`src/rtl/mcu_timer_pkg.sv`:
```
// Shared definitions for the MCU timer bank: channel mode encoding and default widths.
package mcu_timer_pkg;

    typedef enum logic {
        MODE_ONESHOT  = 1'b0,
        MODE_PERIODIC = 1'b1
    } tmr_mode_e;

    localparam int unsigned PRE_W_DEF = 6;
    localparam int unsigned CNT_W_DEF = 6;

endpackage

```
`src/rtl/mcu_timer_chan.sv`:
```
// One timer channel: free-running prescaler feeding a down counter with reload,
// one-shot/periodic mode, sticky expiry (tm) and overrun (ovr) flags.
module mcu_timer_chan
    import mcu_timer_pkg::*;
#(
    parameter int unsigned PRE_W = PRE_W_DEF,
    parameter int unsigned CNT_W = CNT_W_DEF
) (
    input  logic             clk_i,
    input  logic             rst_ni,
    input  logic             tick_i,
    input  logic             load_i,
    input  logic [CNT_W-1:0] load_val_i,
    input  logic             load_mode_i,
    input  logic             tm_clr_i,
    output logic             tm_o,
    output logic             ovr_o,
    output logic             running_o,
    output logic             tm_nxt_o
);

    logic [PRE_W-1:0] pcount_q, pcount_d;
    logic [CNT_W-1:0] bcount_q, bcount_d;
    logic [CNT_W-1:0] reload_q, reload_d;
    tmr_mode_e        mode_q, mode_d;
    logic             tm_q, tm_d;
    logic             ovr_q, ovr_d;
    logic             run_q, run_d;
    logic             expire;

    always_comb begin
        pcount_d = pcount_q;
        bcount_d = bcount_q;
        reload_d = reload_q;
        mode_d   = mode_q;
        tm_d     = tm_q;
        ovr_d    = ovr_q;
        run_d    = run_q;
        expire   = 1'b0;

        if (tick_i) begin
            if (load_i) begin
                pcount_d = '0;
                bcount_d = load_val_i;
                reload_d = load_val_i;
                mode_d   = tmr_mode_e'(load_mode_i);
                tm_d     = 1'b0;
                ovr_d    = 1'b0;
                run_d    = 1'b1;
            end else begin
                if (run_q) begin
                    pcount_d = pcount_q + 1'b1;
                    if (&pcount_q) begin
                        if (bcount_q == '0) begin
                            expire = 1'b1;
                        end else begin
                            bcount_d = bcount_q - 1'b1;
                        end
                    end
                end
                if (tm_clr_i) begin
                    tm_d  = 1'b0;
                    ovr_d = 1'b0;
                end
                // Expiry overrides a same-tick clear of tm; a clear still suppresses overrun.
                if (expire) begin
                    tm_d = 1'b1;
                    if (tm_q && !tm_clr_i && (mode_q == MODE_PERIODIC)) begin
                        ovr_d = 1'b1;
                    end
                    if (mode_q == MODE_PERIODIC) begin
                        bcount_d = reload_q;
                    end else begin
                        run_d = 1'b0;
                    end
                end
            end
        end
    end

    always_ff @(posedge clk_i or negedge rst_ni) begin
        if (!rst_ni) begin
            pcount_q <= '0;
            bcount_q <= '0;
            reload_q <= '0;
            mode_q   <= MODE_ONESHOT;
            tm_q     <= 1'b1;
            ovr_q    <= 1'b0;
            run_q    <= 1'b0;
        end else begin
            pcount_q <= pcount_d;
            bcount_q <= bcount_d;
            reload_q <= reload_d;
            mode_q   <= mode_d;
            tm_q     <= tm_d;
            ovr_q    <= ovr_d;
            run_q    <= run_d;
        end
    end

    assign tm_o      = tm_q;
    assign ovr_o     = ovr_q;
    assign running_o = run_q;
    assign tm_nxt_o  = tm_d;

endmodule

```
`src/rtl/mcu_timer_bank.sv`:
```
// Bank of NCH independent timer channels advanced by the core tick strobe,
// with a registered, maskable interrupt request ORed across channels.
module mcu_timer_bank
    import mcu_timer_pkg::*;
#(
    parameter int unsigned NCH   = 2,
    parameter int unsigned PRE_W = PRE_W_DEF,
    parameter int unsigned CNT_W = CNT_W_DEF
) (
    input  logic             clk,
    input  logic             reset,
    input  logic             tick,
    input  logic [NCH-1:0]   load,
    input  logic [CNT_W-1:0] load_val,
    input  logic             load_mode,
    input  logic [NCH-1:0]   tm_clr,
    input  logic [NCH-1:0]   irq_en,
    output logic [NCH-1:0]   tm,
    output logic [NCH-1:0]   ovr,
    output logic [NCH-1:0]   running,
    output logic             irq
);

    logic [NCH-1:0] tm_nxt;
    logic           irq_q, irq_d;

    for (genvar i = 0; i < NCH; i++) begin : g_chan
        mcu_timer_chan #(
            .PRE_W (PRE_W),
            .CNT_W (CNT_W)
        ) u_chan (
            .clk_i       (clk),
            .rst_ni      (reset),
            .tick_i      (tick),
            .load_i      (load[i]),
            .load_val_i  (load_val),
            .load_mode_i (load_mode),
            .tm_clr_i    (tm_clr[i]),
            .tm_o        (tm[i]),
            .ovr_o       (ovr[i]),
            .running_o   (running[i]),
            .tm_nxt_o    (tm_nxt[i])
        );
    end

    // Sampled every clk, not only on tick, so mask changes take effect promptly.
    always_comb begin
        irq_d = |(tm_nxt & irq_en);
    end

    always_ff @(posedge clk or negedge reset) begin
        if (!reset) begin
            irq_q <= 1'b0;
        end else begin
            irq_q <= irq_d;
        end
    end

    assign irq = irq_q;

endmodule

```
`config.mk`:
```
export PLATFORM = sky130hd
export DESIGN_NAME = mcu_timer_bank
export DESIGN_NICKNAME = d
export VERILOG_FILES = /design/src/rtl/mcu_timer_pkg.sv /design/src/rtl/mcu_timer_chan.sv /design/src/rtl/mcu_timer_bank.sv
export SDC_FILE = /design/constraint.sdc
export NUM_CORES = 1
export LEC_CHECK = 0
export CORE_MARGIN = 2
export CORE_UTILIZATION = 45
export DETAILED_ROUTE_END_ITERATION = 10
export GPL_TIMING_DRIVEN = 0
export SYNTH_ARGS = -nofsm -noshare
export SYNTH_HDL_FRONTEND = slang
export SYNTH_SLANG_ARGS = --single-unit
```
`constraint.sdc`:
```
create_clock -name clk -period 3.59 [get_ports clk]
set_clock_uncertainty 0.2 [all_clocks]
set_input_delay 0.359 -clock clk [delete_from_list [all_inputs] [get_ports clk]]
set_output_delay 0.359 -clock clk [all_outputs]
set_load 0.005 [all_outputs]
```
==> results of run 1 <==
-- stage by stage --
stage / total power [W] / worst slack [ns]
3_3_place_gp: 0.000825 / 0.671
3_5_place_dp: 0.000828 / 1.16
4_1_cts: 0.00124 / 1.44
5_1_grt: 0.00129 / 1.31
2_1_floorplan: 0.000751 / 1.76
6_report: 0.00122 / 1.40
-- layout make-up --
cell class | instances | share of cell area
clock inverters | 1 | 0.00991
inverters | 10 | 0.0124
multi-input cells | 220 | 0.429
well taps | 72 | 0.0297
clock buffers | 7 | 0.0285
flip-flops and latches | 45 | 0.372
plain buffers | 19 | 0.0442
repair buffers | 22 | 0.0743
-- power by group through the flow --
stage / registers [W] / clock network, W / logic [W]
final: 0.000606 / 0.000402 / 0.000215
after global routing: 0.000615 / 0.000432 / 0.000245
after CTS: 0.000606 / 0.000416 / 0.000216
after detailed placement: 0.000615 / 0 / 0.000213
after global placement: 0.000615 / 0 / 0.000210
after floorplan: 0.000604 / 0 / 0.000146
-- cell families (layout without fill, tap and decap cells) --
| kind of cell | after synthesis | after routing | synth area share |
|---|---|---|---|
| compound gates | 68 | 68 | 0.185 |
| xor+xnor | 6 | 6 | 0.0202 |
| fa+ha+maj | 6 | 6 | 0.0289 |
| buf+inv | 29 | 59 | 0.0660 |
| flops | 45 | 45 | 0.434 |
| mux | 2 | 2 | 0.00818 |
| simple gates | 138 | 138 | 0.257 |
-- routing by layer --
layer | global-route usage | vias up
li1 | - | 1088
met1 | 0.273 | 1071
met2 | 0.378 | 24
met3 | 0.0385 | 5
met4 | 0.0644 | 0
met5 | 0 | -
-- flip-flops by register name, indices dropped and copies added (netlist names) --
name and cells:
g_chan.u_chan.mode_q 2, g_chan.u_chan.running_o 2, g_chan.u_chan.bcount_q 12, g_chan.u_chan.pcount_q 12
g_chan.u_chan.tm_o 2, g_chan.u_chan.ovr_o 2, irq 1, g_chan.u_chan.reload_q 12
-- synthesized netlist by cell type (all sizes together), types with 2 or more instances --
cell type	instances	area, um^2
and3	5	36.3
xor2	3	26.3
a221oi	2	17.5
o41ai	2	17.5
o21ai	18	90.1
nand4	6	43.8
buf	14	115
nor2b	5	31.3
o211ai	3	27.5
or3	3	18.8
o31ai	2	15.0
a22o	2	18.8
o22ai	2	12.5
nand3	6	30.0
a22oi	2	20.0
clkbuf	5	18.8
dfrtp	43	1080
xnor2	3	26.3
nand2	73	274
o21a	3	22.5
and4	2	17.5
a32o	4	40.0
dfstp	2	52.6
o2bb2ai	3	26.3
ha	6	75.1
a21oi	10	50.1
nor3	6	45.0
inv	10	37.5
and2	4	25.0
a31oi	7	43.8
a221o	2	20.0
nor2	21	81.3
-- worst max-delay path: stages, from the launching register on --
cell      delay [ns]
dfrtp_1         0.42
inv_1           0.19
ha_1            0.17
nor2b_1         0.25
and2_1          0.32
and3_1          0.27
a22o_1          0.18
o221ai_2        0.09
-- worst paths after layout --
check                                                to  slack [ns]  cells after the start
setup / recovery           g_chan[1].u_chan.bcount_q[1]        1.40                      7
hold / removal             g_chan[0].u_chan.pcount_q[4]        0.21                      4
setup reg to reg           g_chan[1].u_chan.bcount_q[1]        1.40                      7
hold reg to reg            g_chan[1].u_chan.reload_q[5]        0.28                      2
max in group asynchronous         g_chan[1].u_chan.tm_o        2.33                      3
min in group asynchronous  g_chan[0].u_chan.bcount_q[1]        0.30                      2
==> implementation parameters, run 1 <==
Parameter                              Value

Critical path
  Startpoint of the lowest-slack register-to-register path ... g_chan[1].u_chan.bcount_q[1]
  Critical Path RT ... roughly 3.6 ns
  Worst setup path start ... g_chan[1].u_chan.bcount_q[1]
  Maximum net fanout on the critical path ... 6
  Critical path endpoint category ... register
  Critical path startpoint category ... register
  Worst Path Arrival ... approximately 2.2 ns
  Category of the critical setup timing path ... reg -> reg

Floorplan
  Die Span X ... 80.0 um
  Io pins ... 23
  Floorplan die area ... approximately 6400 um^2
  Floorplan die height ... roughly 80 um
  Total number of placement rows ... 27
  Effective utilization at floorplan ... 0.469
  Placeable core area ... roughly 5500 um^2

Final layout
  Filler-free cell count of the finished design ... roughly 400
  FILL cells ... 519
  Share of layout cells above drive strength 1 ... 0.130
  Most common cell after layout, fill and taps aside ... nand2_1
  Post-route core utilization ... 0.547
  Fin area ... just over 3000 um^2
  Ant. Diodes ... 0
  Total number of nets in the final design ... around 350
  Commonest cells after routing, fill and taps aside ... nand2_1 (73), dfrtp_1 (43), nor2_1 (20)
  Total area of multi-input combinational cells ... around 1300 um^2
  Area grow syn2layout ... 16.6%
  Total area of sequential cells ... 1130 um^2

Logic synthesis
  Number of warnings printed during yosys synthesis ... 0
  Async SR Flop Fraction ... 1.00
  Post-Synthesis Mean Instance Area ... about 9 um^2
  Number of synthesized flops with an enable pin ... 0
  Fraction of the yosys area taken by sequential cells ... 0.434
  Post-synthesis net count ... 316
  Flip-flop cell with the highest count after synthesis ... dfrtp_1
  Syn Std Cell Area ... 2600 um^2
  Gate Count Post-Synth ... between 200 and 300
  Flop and latch count out of synthesis ... 45
  Number of unique standard cell types used by synthesis ... 58

Route
  Routed vias ... 2,188
  Highest metal used ... met4
  Total met2 wirelength after detailed routing ... between 3000 and 4000 um
  Met3 Wirelength ... 115 um
  Number of detailed-route iterations in the first pass ... 5
  Number of antenna-violating nets in the routed design ... 0
  Count of routing violations after the opening detailed-route iteration ... around 110
  Number of vias per cell ... ~5.5
  Detailed-route wire length per cell ... 16.0 um
  Detailed-route DRC error count ... 0
  DRT met1 WL ... just under 3000 um
  Routed WL ... ~6300 um

Timing
  Period utilization ... 0.611
  Setup repair after global routing missed its margin ... false
  Slew @ Worst Pin ... just over 0.6 ns
  Worst hold margin ... between 0.2 and 0.25 ns
  Count of endpoints failing setup in the final report ... 0
  Final hold violations ... 0
  Clock period minus final worst setup slack ... roughly 2.2 ns
  Setup TNS after final layout ... 0 ns
  Slew Limit Headroom ... 0.595
  Fin. max-slew vios ... 0
  Maximum clock frequency ... 456 MHz

Hold path
  Hold path startpoint ... load[0]
  Worst min-delay path category ... in -> reg

GRT
  First-pass GRT wire length ... between 10,000 and 15,000 um
  Total global routing track utilization ... 0.217
  Via count of the first global-routing pass ... between 2k and 2.5k
  GR Overflow Total ... 0
  Initial antenna violation count ... 0
  Maximum number of pins on one net before global-route repair ... 32

Clocking
  Master cell of the clock root buffer ... clkbuf_8
  Maximum clock insertion buffer count ... 2
  # resized after CTS ... 0
  Clock latency reported for the late side of the worst-skew pair ... about 0.30 ns
  Total of hold buffers inserted after clock tree synthesis ... 1
  CTS tree ... built
  Num CTS Buffers ... 5
  Buffers inserted by post-CTS timing repair ... 0
  Number of sinks handled by clock tree synthesis ... 45
  H-Tree Depth ... 2
  Clock slew at reported path FFs ... ~0.090 ns

Pwr
  Share of power burned in registers ... 0.496
  Max IR drop VDD ... roughly 210 uV
  Gate power share ... 0.175
  Static power due to leakage ... 1.32 nW
  Switching power ... 0.000342 W
  Sw Ratio ... 0.280
  Pint ... roughly 0.0009 W
  Power density normalized to cell area ... 403 nW/um^2
  Power share of the clock group ... 0.329

Placement
  Final weighted congestion in routability-driven placement ... 0.908
  IO buf count ... 20
  Post-detailed-placement cell area ... 2900 um^2
  Count of placed standard cells including taps ... 387
  Post-DP HPWL ... 4590 um

Job
  Max Cap Violations ... 0

Run status
  Status ... finished, final reports clean
Power figures use the tool's default switching activity.
==> run 2, diff against run 1 <==
PLACE_DENSITY = 0.67   (was default)
clock period = 1.95 ns   (was 3.59 ns; I/O delays follow)
==> run 2 against run 1 <==
Power increased by 74%. Sequential cell count unchanged. Sequential share of layout area decreased by 0.56 points. Count of clock-buffer cells in the layout decreased by 1. Die area unchanged. Critical path depth decreased by 5. Final cell count increased by 1.3%. Routed wire length decreased by 2.5%. Largest cell class unchanged.
==> implementation parameters, run 2 (synthesis results as in run 1) <==
Parameter                              Value

Route
  Detailed-route DRC error count ... 0 (unchanged)
  Detailed-route wire length per cell ... 15.4 um (-3.7%)
  Number of antenna-violating nets in the routed design ... 0 (unchanged)
  Number of detailed-route iterations in the first pass ... 4 (-1)
  Number of vias per cell ... 5.63 (+1.9%)
  Count of routing violations after the opening detailed-route iteration ... 132 (+25%)
  Routed vias ... 2,258 (+3.2%)
  Routed WL ... 6180 um (-2.5%)

Pwr
  Power density normalized to cell area ... 689 nW/um^2 (+71%)
  Total power of the final layout ... 0.00212 W (+74%)
  Max IR drop VDD ... 501 uV (+140%)
  Static power due to leakage ... 1.35 nW (+1.9%)

GRT
  Maximum number of pins on one net before global-route repair ... 34 (+6.3%)
  Total global routing track utilization ... 0.213 (-0.00411)
  Via count of the first global-routing pass ... 2,131 (-3.1%)
  Initial antenna violation count ... 0 (unchanged)
  First-pass GRT wire length ... 10,700 um (-1.0%)
  GR Overflow Total ... 0 (unchanged)

Final layout
  Ant. Diodes ... 0 (unchanged)
  Fin area ... 3080 um^2 (+1.7%)
  Commonest cells after routing, fill and taps aside ... nand2_1 (73), dfrtp_1 (42), nor2_1 (20)
  Area grow syn2layout ... 18.5%
  Most common cell after layout, fill and taps aside ... nand2_1
  Registers with the most flip-flops ... g_chan.u_chan.bcount_q (12), g_chan.u_chan.pcount_q (12), g_chan.u_chan.reload_q (12)
  Total number of nets in the final design ... 350 (+1.4%)
  Share of layout cells above drive strength 1 ... 0.182 (+0.0527)

Clocking
  Maximum clock insertion buffer count ... 2 (unchanged)
  Clock latency reported for the late side of the worst-skew pair ... 0.30 ns (about the same)
  CTS tree ... built
  Clock slew at reported path FFs ... 0.08 ns (about the same)
  H-Tree Depth ... 2 (unchanged)
  Num CTS Buffers ... 5 (unchanged)
  Number of sinks handled by clock tree synthesis ... 45 (unchanged)
  Master cell of the clock root buffer ... clkbuf_8

Placement
  Final weighted congestion in routability-driven placement ... 0.937 (+3.1%)
  IO buf count ... 20 (unchanged)
  Post-place setup slack ... -0.261 ns (-1.43 ns)
  Post-detailed-placement cell area ... 2900 um^2 (unchanged)
  Post-DP HPWL ... 4370 um (-4.9%)

Timing
  Clock period minus final worst setup slack ... 1.85 ns
  Worst hold margin ... 0.0325 ns (-0.178 ns)
  Slew Limit Headroom ... 0.586 (-0.00876)
  Count of endpoints failing setup in the final report ... 0 (unchanged)
  Least setup slack across all paths after layout ... 0.0951 ns (-1.30 ns)
  Slew @ Worst Pin ... 0.621 ns (+0.0131 ns)
  Period utilization ... 0.951
  Final hold violations ... 0 (unchanged)
  Maximum clock frequency ... approximately 540 MHz
  Fin. max-slew vios ... 0 (unchanged)

Floorplan
  Die Span X ... 80.0 um (unchanged)
  Floorplan die height ... 80.0 um (unchanged)
  Io pins ... 23 (unchanged)
  Effective utilization at floorplan ... 0.469 (unchanged)
  Placeable core area ... 5540 um^2 (unchanged)
  Floorplan die area ... 6400 um^2 (unchanged)
  Total number of placement rows ... 27 (unchanged)

Critical path
  Cell at the slowest stage of the critical path ... dfstp_2
  Worst Path Arrival ... 1.46 ns (-0.72 ns)
  Critical path endpoint category ... output port
  Critical Path RT ... 1.55 ns (-2.02 ns)
  Critical path startpoint category ... register
  Category of the critical setup timing path ... reg -> out
  Largest stage delay on the critical path ... 0.57 ns (+0.15 ns)
  Maximum net fanout on the critical path ... 5 (-1)
  Cell-by-cell trace of the critical path ... buf_4 -> clkdlybuf4s50_1

Run status
  Status ... finished, final reports clean

Job
  Max Cap Violations ... 0 (unchanged)

Hold path
  Worst min-delay path category ... in -> reg
run 2: cell count changes in the layout (fill, tap and decap cells not counted), moves of 2 or more:
cell / change
and2_1: -2
and2_4: +2
buf_4: +4
clkinv_2: +2
ha_1: -2
ha_2: +2
inv_1: -4
inv_2: +4
run 2: worst paths after layout:
kind,start,endpoint,slack [ns],depth (start not counted)
min in group asynchronous,reset,g_chan[0].u_chan.pcount_q[1],0.11,2
min,load[0],g_chan[0].u_chan.pcount_q[4],0.03,4
max,g_chan[0].u_chan.tm_o,tm[0],0.1,2
max reg2reg,g_chan[0].u_chan.bcount_q[1],g_chan[0].u_chan.bcount_q[3],0.1,5
max in group asynchronous,reset,g_chan[0].u_chan.tm_o,0.90,3
min reg2reg,g_chan[1].u_chan.reload_q[3],g_chan[1].u_chan.reload_q[3],0.28,2
run 2: layout make-up:
class,count,area (um^2)
clock inverters,2,10.0
plain buffers,18,131
well taps,72,90.1
repair buffers,28,270
flip-flops and latches,45,1130
inverters,10,37.5
multi-input cells,220,1340
fillers,530,2460
clock buffers,6,72.6
run 2: metal layers:
layer,global-route usage,vias up,share of wire
met5,0,-,0
met3,0.0475,8,0.031
met4,0.0627,0,0.014
li1,-,1105,-
met2,0.328,44,0.48
met1,0.299,1101,0.47
run 2: power by group:
group	switching (W)	internal [W]
clock network	0.000332	0.000249
registers	0.0000914	0.00103
logic	0.000225	0.000197
total	0.000648	0.00147
run 2: stage by stage:
stage	std cells	util	TNS, ns
3_3_place_gp	386	0.521	-38.96
2_1_floorplan	294	-	0
6_report	401	0.556	0
5_1_grt	401	0.556	-0.0218
4_1_cts	398	0.546	0
3_5_place_dp	387	0.524	-3.61
run 2: critical path: cells and delay by family, from the launching register on:
kind	cells	cell delay, ns
buf+inv	2	0.59
flops	1	0.57
run 2: repair_timing:
action	in CTS	in global routing
pin swaps	0	4
setup endpoints to repair	6	13
resized for setup	4	16
hold endpoints to repair	43	0
setup buffers	2	4
cloned	0	0
hold buffers	1	0
==> run 3, diff against run 2 <==
CORE_ASPECT_RATIO = 1.2   (was default)
CORE_UTILIZATION = 50   (was 45)
PLACE_DENSITY = 0.73   (was 0.67)
TNS_END_PERCENT = 5   (was default)
==> run 3 against run 2 <==
Maximum frequency decreased by 2.2%. Highest routed layer unchanged. Register-to-register slack got worse by 0.04 ns. Global-route usage rose by 1.3 points. Routed wire length rose by 2.9%. Die area fell by 9.5%. Critical path depth up 6. First-iteration DRC count increased by 79%. Sequential cell count unchanged. Non-clock buffer count down 2.
==> implementation parameters, run 3 (synthesis results as in run 1) <==
Parameter                              Value

Pwr
  Power share of the clock group ... 0.323 (+0.049)
  Switching power ... 0.000642 W (-1.0%)
  Share of power burned in registers ... 0.493 (-0.035)
  Static power due to leakage ... 1.36 nW (+1.0%)
  Pint ... 0.00164 W (+11%)
  Sw Ratio ... 0.282 (-0.0237)
  Gate power share ... 0.184 (-0.014)
  Power density normalized to cell area ... 736 nW/um^2 (+6.8%)
  Max IR drop VDD ... 409 uV (-18%)

Final layout
  Ant. Diodes ... 0 (unchanged)
  FILL cells ... 453 (-15%)
  Total number of nets in the final design ... 348 (-0.57%)
  Area grow syn2layout ... 19.1%
  Registers with the most flip-flops ... g_chan.u_chan.bcount_q (12), g_chan.u_chan.pcount_q (12), g_chan.u_chan.reload_q (12)
  Post-route core utilization ... 0.622 (+0.0660)
  Total area of sequential cells ... 1130 um^2 (-0.11%)
  Total area of multi-input combinational cells ... 1350 um^2 (+0.56%)
  Fin area ... 3090 um^2 (+0.45%)
  Most common cell after layout, fill and taps aside ... nand2_1
  Share of layout cells above drive strength 1 ... 0.174 (-0.00806)
  Commonest cells after routing, fill and taps aside ... nand2_1 (72), dfrtp_1 (43), nor2_1 (20)

GRT
  Total global routing track utilization ... 0.226 (+0.0126)
  GR Overflow Total ... 0 (unchanged)
  Via count of the first global-routing pass ... 2,232 (+4.7%)
  Maximum number of pins on one net before global-route repair ... 36 (+5.9%)
  First-pass GRT wire length ... 10,600 um (-0.97%)
  Initial antenna violation count ... 0 (unchanged)

Hold path
  Worst hold path endpoint ... g_chan[0].u_chan.pcount_q[4]
  Hold path startpoint ... load[0]
  Worst min-delay path category ... in -> reg
  Hold Path Cell Cnt ... 4 (unchanged)

Placement
  Post-detailed-placement cell area ... 2890 um^2 (-0.52%)
  Post-DP HPWL ... 4510 um (+3.2%)
  Final weighted congestion in routability-driven placement ... 0.912 (-2.7%)
  IO buf count ... 20 (unchanged)
  Post-place setup slack ... -0.318 ns (-0.0570 ns)

Clocking
  Maximum clock insertion buffer count ... 2 (unchanged)
  Clock slew at reported path FFs ... 0.09 ns (about the same)
  CTS tree ... built
  Num CTS Buffers ... 5 (unchanged)
  H-Tree Depth ... 2 (unchanged)
  Master cell of the clock root buffer ... clkbuf_8
  Number of sinks handled by clock tree synthesis ... 45 (unchanged)
  Clock latency reported for the late side of the worst-skew pair ... 0.30 ns (about the same)

Route
  Detailed-route DRC error count ... 0 (unchanged)
  Number of antenna-violating nets in the routed design ... 0 (unchanged)
  Number of detailed-route iterations in the first pass ... 5 (+1)
  Detailed-route wire length per cell ... 16.4 um (+6.6%)
  Count of routing violations after the opening detailed-route iteration ... 236 (+79%)
  Routed vias ... 2,317 (+2.6%)
  Number of vias per cell ... 5.99 (+6.3%)
  Routed WL ... 6350 um (+2.9%)

Timing
  Final hold violations ... 0 (unchanged)
  Slew Limit Headroom ... 0.610 (+0.0238)
  Period utilization ... 0.973 (+0.0214)
  Setup repair after global routing missed its margin ... true
  Maximum clock frequency ... 527 MHz (-2.2%)
  Worst hold margin ... 0.0270 ns (-0.00549 ns)
  Setup TNS after final layout ... 0 ns (unchanged)
  Fin. max-slew vios ... 0 (unchanged)
  Count of endpoints failing setup in the final report ... 0 (unchanged)
  Slew @ Worst Pin ... 0.585 ns (-0.0357 ns)
  Least setup slack across all paths after layout ... 0.0534 ns (-0.0417 ns)
  Clock period minus final worst setup slack ... 1.90 ns (+0.0417 ns)

Floorplan
  Die Span X ... 69.8 um (-13%)
  Placeable core area ... 4970 um^2 (-10%)
  Floorplan die area ... 5790 um^2 (-9.5%)
  Io pins ... 23 (unchanged)
  Floorplan die height ... 83.0 um (+3.7%)
  Effective utilization at floorplan ... 0.522 (+0.0533)
  Total number of placement rows ... 28 (+3.7%)

Critical path
  Crit path buf inv count ... 2 (unchanged)
  Critical path endpoint category ... register
  Cell at the slowest stage of the critical path ... dfrtp_1
  Cell-by-cell trace of the critical path ... inv_2 -> ha_1 -> nor2b_1 -> and2_1 -> buf_6 -> and3_4 -> a221oi_2 -> a21oi_1
  Startpoint of the lowest-slack register-to-register path ... g_chan[0].u_chan.bcount_q[0]
  Family with the most delay on the worst path ... simple AND/OR/NAND/NOR gates
  Endpoint of the worst-slack reg-to-reg timing path ... g_chan[0].u_chan.bcount_q[5]
  Worst-case register-to-register setup slack ... 0.05 ns (-0.04 ns)
  Largest stage delay on the critical path ... 0.37 ns (-0.20 ns)
  Number of cells on the worst reg-to-reg path ... 8 (+3)
  Category of the critical setup timing path ... reg -> reg
  Critical Path RT ... 1.92 ns (+0.37 ns)
  Maximum net fanout on the critical path ... 8 (+3)
  Critical path startpoint category ... register
  Worst Path Arrival ... 1.87 ns (+0.41 ns)

Run status
  Status ... finished, final reports clean

Job
  Max Cap Violations ... 0 (unchanged)
## run 3: routing by layer
layer  global-route usage  vias up  share of wire
met2                0.384       90           0.49
met5                    0        -              0
met1                0.283     1116           0.44
li1                     -     1097              -
met3               0.0340       14          0.050
met4               0.0979        0          0.023
## run 3: worst max path at each step
| stage | depth (start not counted) | from | endpoint | slack (ns) |
|---|---|---|---|---|
| after CTS | 4 | tick | g_chan[0].u_chan.bcount_q[1] | 0.0004 |
| after floorplan | 8 | g_chan[0].u_chan.bcount_q[0] | g_chan[0].u_chan.bcount_q[5] | 0.12 |
| after detailed placement | 4 | tick | g_chan[0].u_chan.bcount_q[1] | -0.32 |
| final | 8 | g_chan[0].u_chan.bcount_q[0] | g_chan[0].u_chan.bcount_q[5] | 0.05 |
| after global placement | 1 | reset | g_chan[1].u_chan.reload_q[3] | -0.79 |
| after global routing | 8 | g_chan[0].u_chan.bcount_q[0] | g_chan[0].u_chan.bcount_q[5] | -0.04 |
## run 3: final cells by class
cell class / count / area share
inverters: 10 / 0.0121
flip-flops and latches: 45 / 0.365
repair buffers: 25 / 0.0801
clock inverters: 1 / 0.00970
multi-input cells: 220 / 0.435
well taps: 60 / 0.0243
clock buffers: 7 / 0.0279
plain buffers: 19 / 0.0461
## run 3: worst reg2reg max path: stages, from the launching register on
cell and delay [ns]:
dfrtp_1 0.37, inv_2 0.06, ha_1 0.18, nor2b_1 0.13, and2_1 0.17, buf_6 0.14
and3_4 0.19, a221oi_2 0.23, a21oi_1 0.10
## run 3: power groups by stage
stage / logic [W] / clock network, W / registers (W)
finish: 0.000420 / 0.000735 / 0.00112
floorplan: 0.000270 / 0 / 0.00111
detailed placement: 0.000389 / 0 / 0.00114
global route: 0.000473 / 0.000786 / 0.00113
global placement: 0.000375 / 0 / 0.00113
CTS: 0.000410 / 0.000746 / 0.00112
## run 3: timing repair
action,CTS,global route
endpoints found under the hold margin,44,0
gates cloned,0,0
hold buffers,1,0
setup endpoints to repair,9,15
gates resized for setup,5,14
setup buffers,3,0
pin swaps,0,1
## run 3: through the flow
stage	total power, W	instances
final	0.00228	387
after global routing	0.00239	387
after CTS	0.00227	387
after detailed placement	0.00153	375
after global placement	0.00151	374
after floorplan	0.00138	294
==> RTL edit 1, RTL diff (settings of run 3) <==
Register the output `running`; this adds one clock of latency there. The other outputs are not delayed to match.
--- a/src/rtl/mcu_timer_bank.sv
+++ b/src/rtl/mcu_timer_bank.sv
@@ -21,6 +21,8 @@
     output logic             irq
 );
 
+    logic [NCH-1:0] running_d;
+
     logic [NCH-1:0] tm_nxt;
     logic           irq_q, irq_d;
 
@@ -38,7 +40,7 @@
             .tm_clr_i    (tm_clr[i]),
             .tm_o        (tm[i]),
             .ovr_o       (ovr[i]),
-            .running_o   (running[i]),
+            .running_o   (running_d[i]),
             .tm_nxt_o    (tm_nxt[i])
         );
     end
@@ -58,5 +60,9 @@
 
     assign irq = irq_q;
 
+    always_ff @(posedge clk) begin
+        running <= running_d;
+    end
+
 endmodule
 
Formal check against the unedited RTL: not equivalent (Yosys sat finds a counterexample within 4 cycles, from zero or initial values and one cycle with reset low).
==> RTL edit 1 against run 3 <==
- clock power rose by 0.7%
- via count is 2.8% lower
- synthesized area grew 1.2%
- setup slack worse by 0.038 ns
- sequential cell count grew 2
- die area up 1.1%
- total power increased by 1.9%
- routed wire length fell by 1.9%
- design area is 0.53% higher
==> RTL edit 1: results (changes against run 3) <==
Run status:
- The flow ran to the end, and the final reports show no timing, DRC or antenna violations.

Critical path:
- The slack of the worst reg-to-reg path came to 0.02 ns (-0.04 ns).
- The library cell contributing the largest single delay on the critical path is nor2_1.
- The arrival time reported for the critical path endpoint is 1.91 ns (+0.04 ns).
- The critical path starts at g_chan[0].u_chan.pcount_q[0]$_DFFE_PN0P_.

Detailed routing:
- The final routed wirelength across all metal layers is 6240 um (-1.9%).
- The violation count after the first detailed-routing iteration is 121 (-49%).
- The detailed route wirelength on metal3 is 172 um (-46%).
- The number of detailed-routing iterations run before antenna repair is 4 (-1).
- The met1 routed wirelength after detailed routing came to 3010 um (+8.8%).
- The sum of met2 wire segment lengths after detailed routing is 2860 um (-8.3%).

Place:
- The standard cell area after detailed placement came to 2930 um^2 (+1.4%).
- The routability congestion estimate is 0.874 (-4.1%).

Yosys:
- After synthesis, the most frequently instantiated cells are 43 x dfrtp_1, 40 x nand2_1, 23 x nor2_1.
- The number of distinct standard cells referenced by the synthesized netlist was 49 (-16%).
- The number of instances in the synthesized netlist was 298 (+1.4%).
- The share of synthesized area occupied by flip-flops and latches is 44.4% (+1.0 points).
- The post-synthesis compound-gate area fraction is 19.0% (+0.45 points).
- The most frequent cell after synthesis is dfrtp_1.
- The adder-cell share of the synthesized area is 2.85% (-0.034 points).
- The portion of netlist area occupied by mux cells is 4.09% (+3.3 points).
- The post-synthesis net count is 320 (+1.3%).
- The proportion of register bits with asynchronous set or reset after synthesis came to 95.7% (-4.3 points).
- The XOR/XNOR share of the synthesized area is 1.33% (-0.69 points).
- By area the synthesized netlist is led by dfrtp_1 41%, nand2_1 5.7%, a21oi_1 3.6%, nor2_1 3.3%, ha_1 2.9%.

Power:
- The reported leakage power is 1.33 nW (-2.5%).
- The combinational group power is 419 uW (about the same).
- The worst supply voltage drop on vdd was 411 uV (+0.44%).
- The proportion of power drawn by flip-flops and latches is 50.1% (+0.8 points).
- The sequential-cell power consumption is 1.16 mW (+4%).

Global route:
- The via count of the first global-routing pass is 2,187 (-2.0%).
- The maximum number of pins on one net before global-route repair is 33 (-8.3%).
- The global-route wire length before repair is 10,600 um (+0.19%).
- The global-route met2 utilization is 35.2% (-3.2 points).

Finish:
- The share of layout cells above drive strength 1 was 14.2% (-3.2 points).

STA:
- The worst hold slack is 0.112 ns (+0.0846 ns).
- The shortest period the worst path allows is 1.93 ns (+0.0383 ns).

Hold path:
- The tightest min-delay check is of the in -> async type.
## RTL edit 1: cell count changes in the layout (fill, tap and decap cells not counted), sizes merged, moves of 4 or more
| cell | delta |
|---|---|
| a21oi | +9 |
| a31oi | -4 |
| a32o | -4 |
| buf | -8 |
| clkbuf | +4 |
| inv | +5 |
| mux2 | +5 |
| nand2 | -32 |
| nand2b | +4 |
| nand3 | +9 |
| o21a | +4 |
| o22ai | +7 |
## RTL edit 1: cell type report
type                            instances  area, um^2
Timing Repair Buffer                   24         243
Multi-Input combinational cell        217        1360
Buffer                                 19        98.8
Tap cell                               60        75.1
Sequential cell                        47        1170
Clock buffer                            5        68.8
Inverter                               15        56.3
Fill cell                             430        1900
Clock inverter                          3        43.8
## RTL edit 1: what timing repair did
action,4_1_cts,5_1_grt
endpoints found under the setup margin,13,20
resized for setup,7,9
pin swaps,1,2
hold buffers,1,0
gates cloned,0,0
buffers inserted,0,1
endpoints found under the hold margin,44,0
==> RTL edit 2, RTL diff (config.mk and constraints of run 3) <==
Made on the original files. `NCH`: 2 -> 1.
--- a/src/rtl/mcu_timer_bank.sv
+++ b/src/rtl/mcu_timer_bank.sv
@@ -3,7 +3,7 @@
 module mcu_timer_bank
     import mcu_timer_pkg::*;
 #(
-    parameter int unsigned NCH   = 2,
+    parameter int unsigned NCH   = 1,
     parameter int unsigned PRE_W = PRE_W_DEF,
     parameter int unsigned CNT_W = CNT_W_DEF
 ) (
Ports: changed (6 resized); port bits go from 23 to 17. No check against the original RTL was run, so the function may have changed too.
==> RTL edit 2 against run 3 <==
- total power down 56%
- critical endpoint is now g_chan[0].u_chan.bcount_q[3]$_DFFE_PN0P_
- routed wire length fell by 53%
- combinational power shrank 55%
- setup slack improved by 0.0058 ns
- sequential cell count decreased by 22
- die area decreased by 48%
- design area shrank 50%
- clock power shrank 68%
- synthesized cell count fell by 51%
- synthesized area decreased by 50%
==> RTL edit 2: results (changes against run 3) <==
Yosys:
- Counting instances in the post-synthesis netlist gives the leading cell types as 33 x nand2_1, 22 x dfrtp_1, 12 x nor2_1.
- The number of distinct standard cells referenced by the synthesized netlist came to 43 (-26%).
- The share of synthesized area occupied by flip-flops and latches is 44.7% (+1.2 points).
- The synthesized area per cell came to 9.03 um^2 (+2.2%).
- The proportion of register bits with asynchronous set or reset after synthesis is 100% (unchanged).
- After synthesis, the cell types taking the most area are dfrtp_1 43%, nand2_1 9.6%, nor2_1 3.5%, a21oi_1 3.1%, ha_1 2.9%.
- The synthesis warning total was 0 (unchanged).
- Among all flip-flop cells after synthesis, the most frequent one is dfrtp_1.
- The post-synthesis net count was 159 (-50%).

Detailed routing:
- The via count is 1,140 (-51%).
- The violation count after the first detailed-routing iteration is 46 (-81%).
- The number of detailed-routing iterations run before antenna repair is 4 (-1).
- The final routed wirelength across all metal layers is 3010 um (-53%).

CTS:
- The number of buffers inserted by post-CTS setup repair is 0 (-3).
- The number of cells upsized or downsized after cts is 0 (-5).
- The root buffer cell chosen for the clock tree is clkbuf_4.
- The clock transition time at the flip-flop clock pins of the worst setup and hold paths came to 0.13 ns (+0.04 ns).
- The worst-skew pair later-pin latency is 0.33 ns (+0.03 ns).
- The clock tree buffer depth was 2 (unchanged).
- The total clock buffers created by CTS came to 3 (-2).
- The maximum level of the CTS H-tree is 1 (-1).

Critical path:
- The library cell contributing the largest single delay on the critical path is dfrtp_1.
- The longest individual stage delay on the worst path is 0.44 ns (+0.07 ns).
- The highest fanout seen on the critical path came to 5 (-3).
- The arrival time reported for the critical path endpoint is 1.92 ns (+0.05 ns).

Place:
- The routability congestion estimate came to 0.851 (-6.6%).
- The standard cell area after detailed placement is 1490 um^2 (-48%).
- The worst slack at placement came to -0.234 ns (+0.0844 ns).
- The detailed placer's ending HPWL is 2120 um (-53%).
- The number of cells in the design after placement is 192 (-49%).
- The number of buffer cells added on primary ports is 16 (-20%).

Finish:
- The final layout net count is 180 (-48%).
- The total inserted antenna cells is 0 (unchanged).
- The largest registers in the layout are g_chan.u_chan.bcount_q: 6 flops, g_chan.u_chan.pcount_q: 6 flops, g_chan.u_chan.reload_q: 6 flops.
- The share of layout cells above drive strength 1 is 16.6% (-0.87 points).
- The final standard cell count with taps included and fillers excluded came to 196 (-49%).

Global route:
- The maximum number of pins on one net before global-route repair came to 24 (-33%).
- The initial antenna violation count is 0 (unchanged).
- The global-route wire length before repair is 5200 um (-51%).
- The global-route usage over all layers is 23.3% (+0.70 points).

Run status:
- The run finished with clean final reports.

Power:
- The worst supply voltage drop on vdd is 404 uV (-1.1%).
- The reported leakage power is 0.655 nW (-52%).
- The internal cell power is 693 uW (-58%).

STA:
- The slew of the pin with the lowest slew margin came to 1.02 ns (+0.438 ns).

Hold path:
- The path class of the tightest hold or removal check is in -> reg.
RTL edit 2: worst max-delay path, delay by kind of cell (launching register included):
family / cells / cell delay (ns)
AND/OR/NAND/NOR: 3 / 0.60
flip-flops: 1 / 0.44
multiplexers: 1 / 0.24
AO/OA/AOI/OAI: 1 / 0.08
adder cells (fa/ha/maj): 1 / 0.22
RTL edit 2: routing by layer:
| layer | vias up | wire (um) | global-route usage, % |
|---|---|---|---|
| met5 | - | 0 | 0 |
| met4 | 0 | 59 | 9.27 |
| met3 | 5 | 87 | 3.00 |
| met2 | 23 | 1590 | 43.2 |
| met1 | 561 | 1280 | 27.1 |
| li1 | 551 | - | - |
RTL edit 2: cells by family (layout without fill, tap and decap cells):
family,after synthesis,in the layout,synth area share [%]
AO/OA/AOI/OAI,32,32,17.2
XOR/XNOR,2,2,1.36
adder cells (fa/ha/maj),3,3,2.91
buffers and inverters,10,30,3.88
flip-flops,23,23,44.7
multiplexers,3,3,2.71
AND/OR/NAND/NOR,70,70,27.3
RTL edit 2: path summary, 6_finish.rpt:
| kind | from | end | slack (ns) | cells after the start |
|---|---|---|---|---|
| max | g_chan[0].u_chan.pcount_q[0]$_DFFE_PN0P_ | g_chan[0].u_chan.bcount_q[3]$_DFFE_PN0P_ | 0.06 | 6 |
| min | load_mode | g_chan[0].u_chan.mode_q$_DFFE_PN0P_ | 0.19 | 3 |
| max reg2reg | g_chan[0].u_chan.pcount_q[0]$_DFFE_PN0P_ | g_chan[0].u_chan.bcount_q[3]$_DFFE_PN0P_ | 0.06 | 6 |
| min reg2reg | g_chan[0].u_chan.reload_q[4]$_DFFE_PN0P_ | g_chan[0].u_chan.reload_q[4]$_DFFE_PN0P_ | 0.29 | 2 |
| max in group asynchronous | reset | g_chan[0].u_chan.bcount_q[0]$_DFFE_PN0P_ | 0.66 | 1 |
| min in group asynchronous | reset | g_chan[0].u_chan.pcount_q[4]$_DFFE_PN0P_ | 0.21 | 1 |
RTL edit 2: cell type report:
cell class                      instances  area, um^2
Buffer                                  6        36.3
Clock buffer                            3        22.5
Clock inverter                          1        5.00
Fill cell                             224         953
Inverter                                4        15.0
Multi-Input combinational cell        110         689
Sequential cell                        23         579
Tap cell                               33        41.3
Timing Repair Buffer                   16         160
RTL edit 2: power by group through the flow:
stage / sequential (mW) / clock (mW) / combinational, mW
floorplan: 0.572 / 0 / 0.117
global placement: 0.584 / 0 / 0.171
detailed placement: 0.587 / 0 / 0.177
CTS: 0.578 / 0.238 / 0.180
global route: 0.592 / 0.261 / 0.217
finish: 0.583 / 0.232 / 0.189
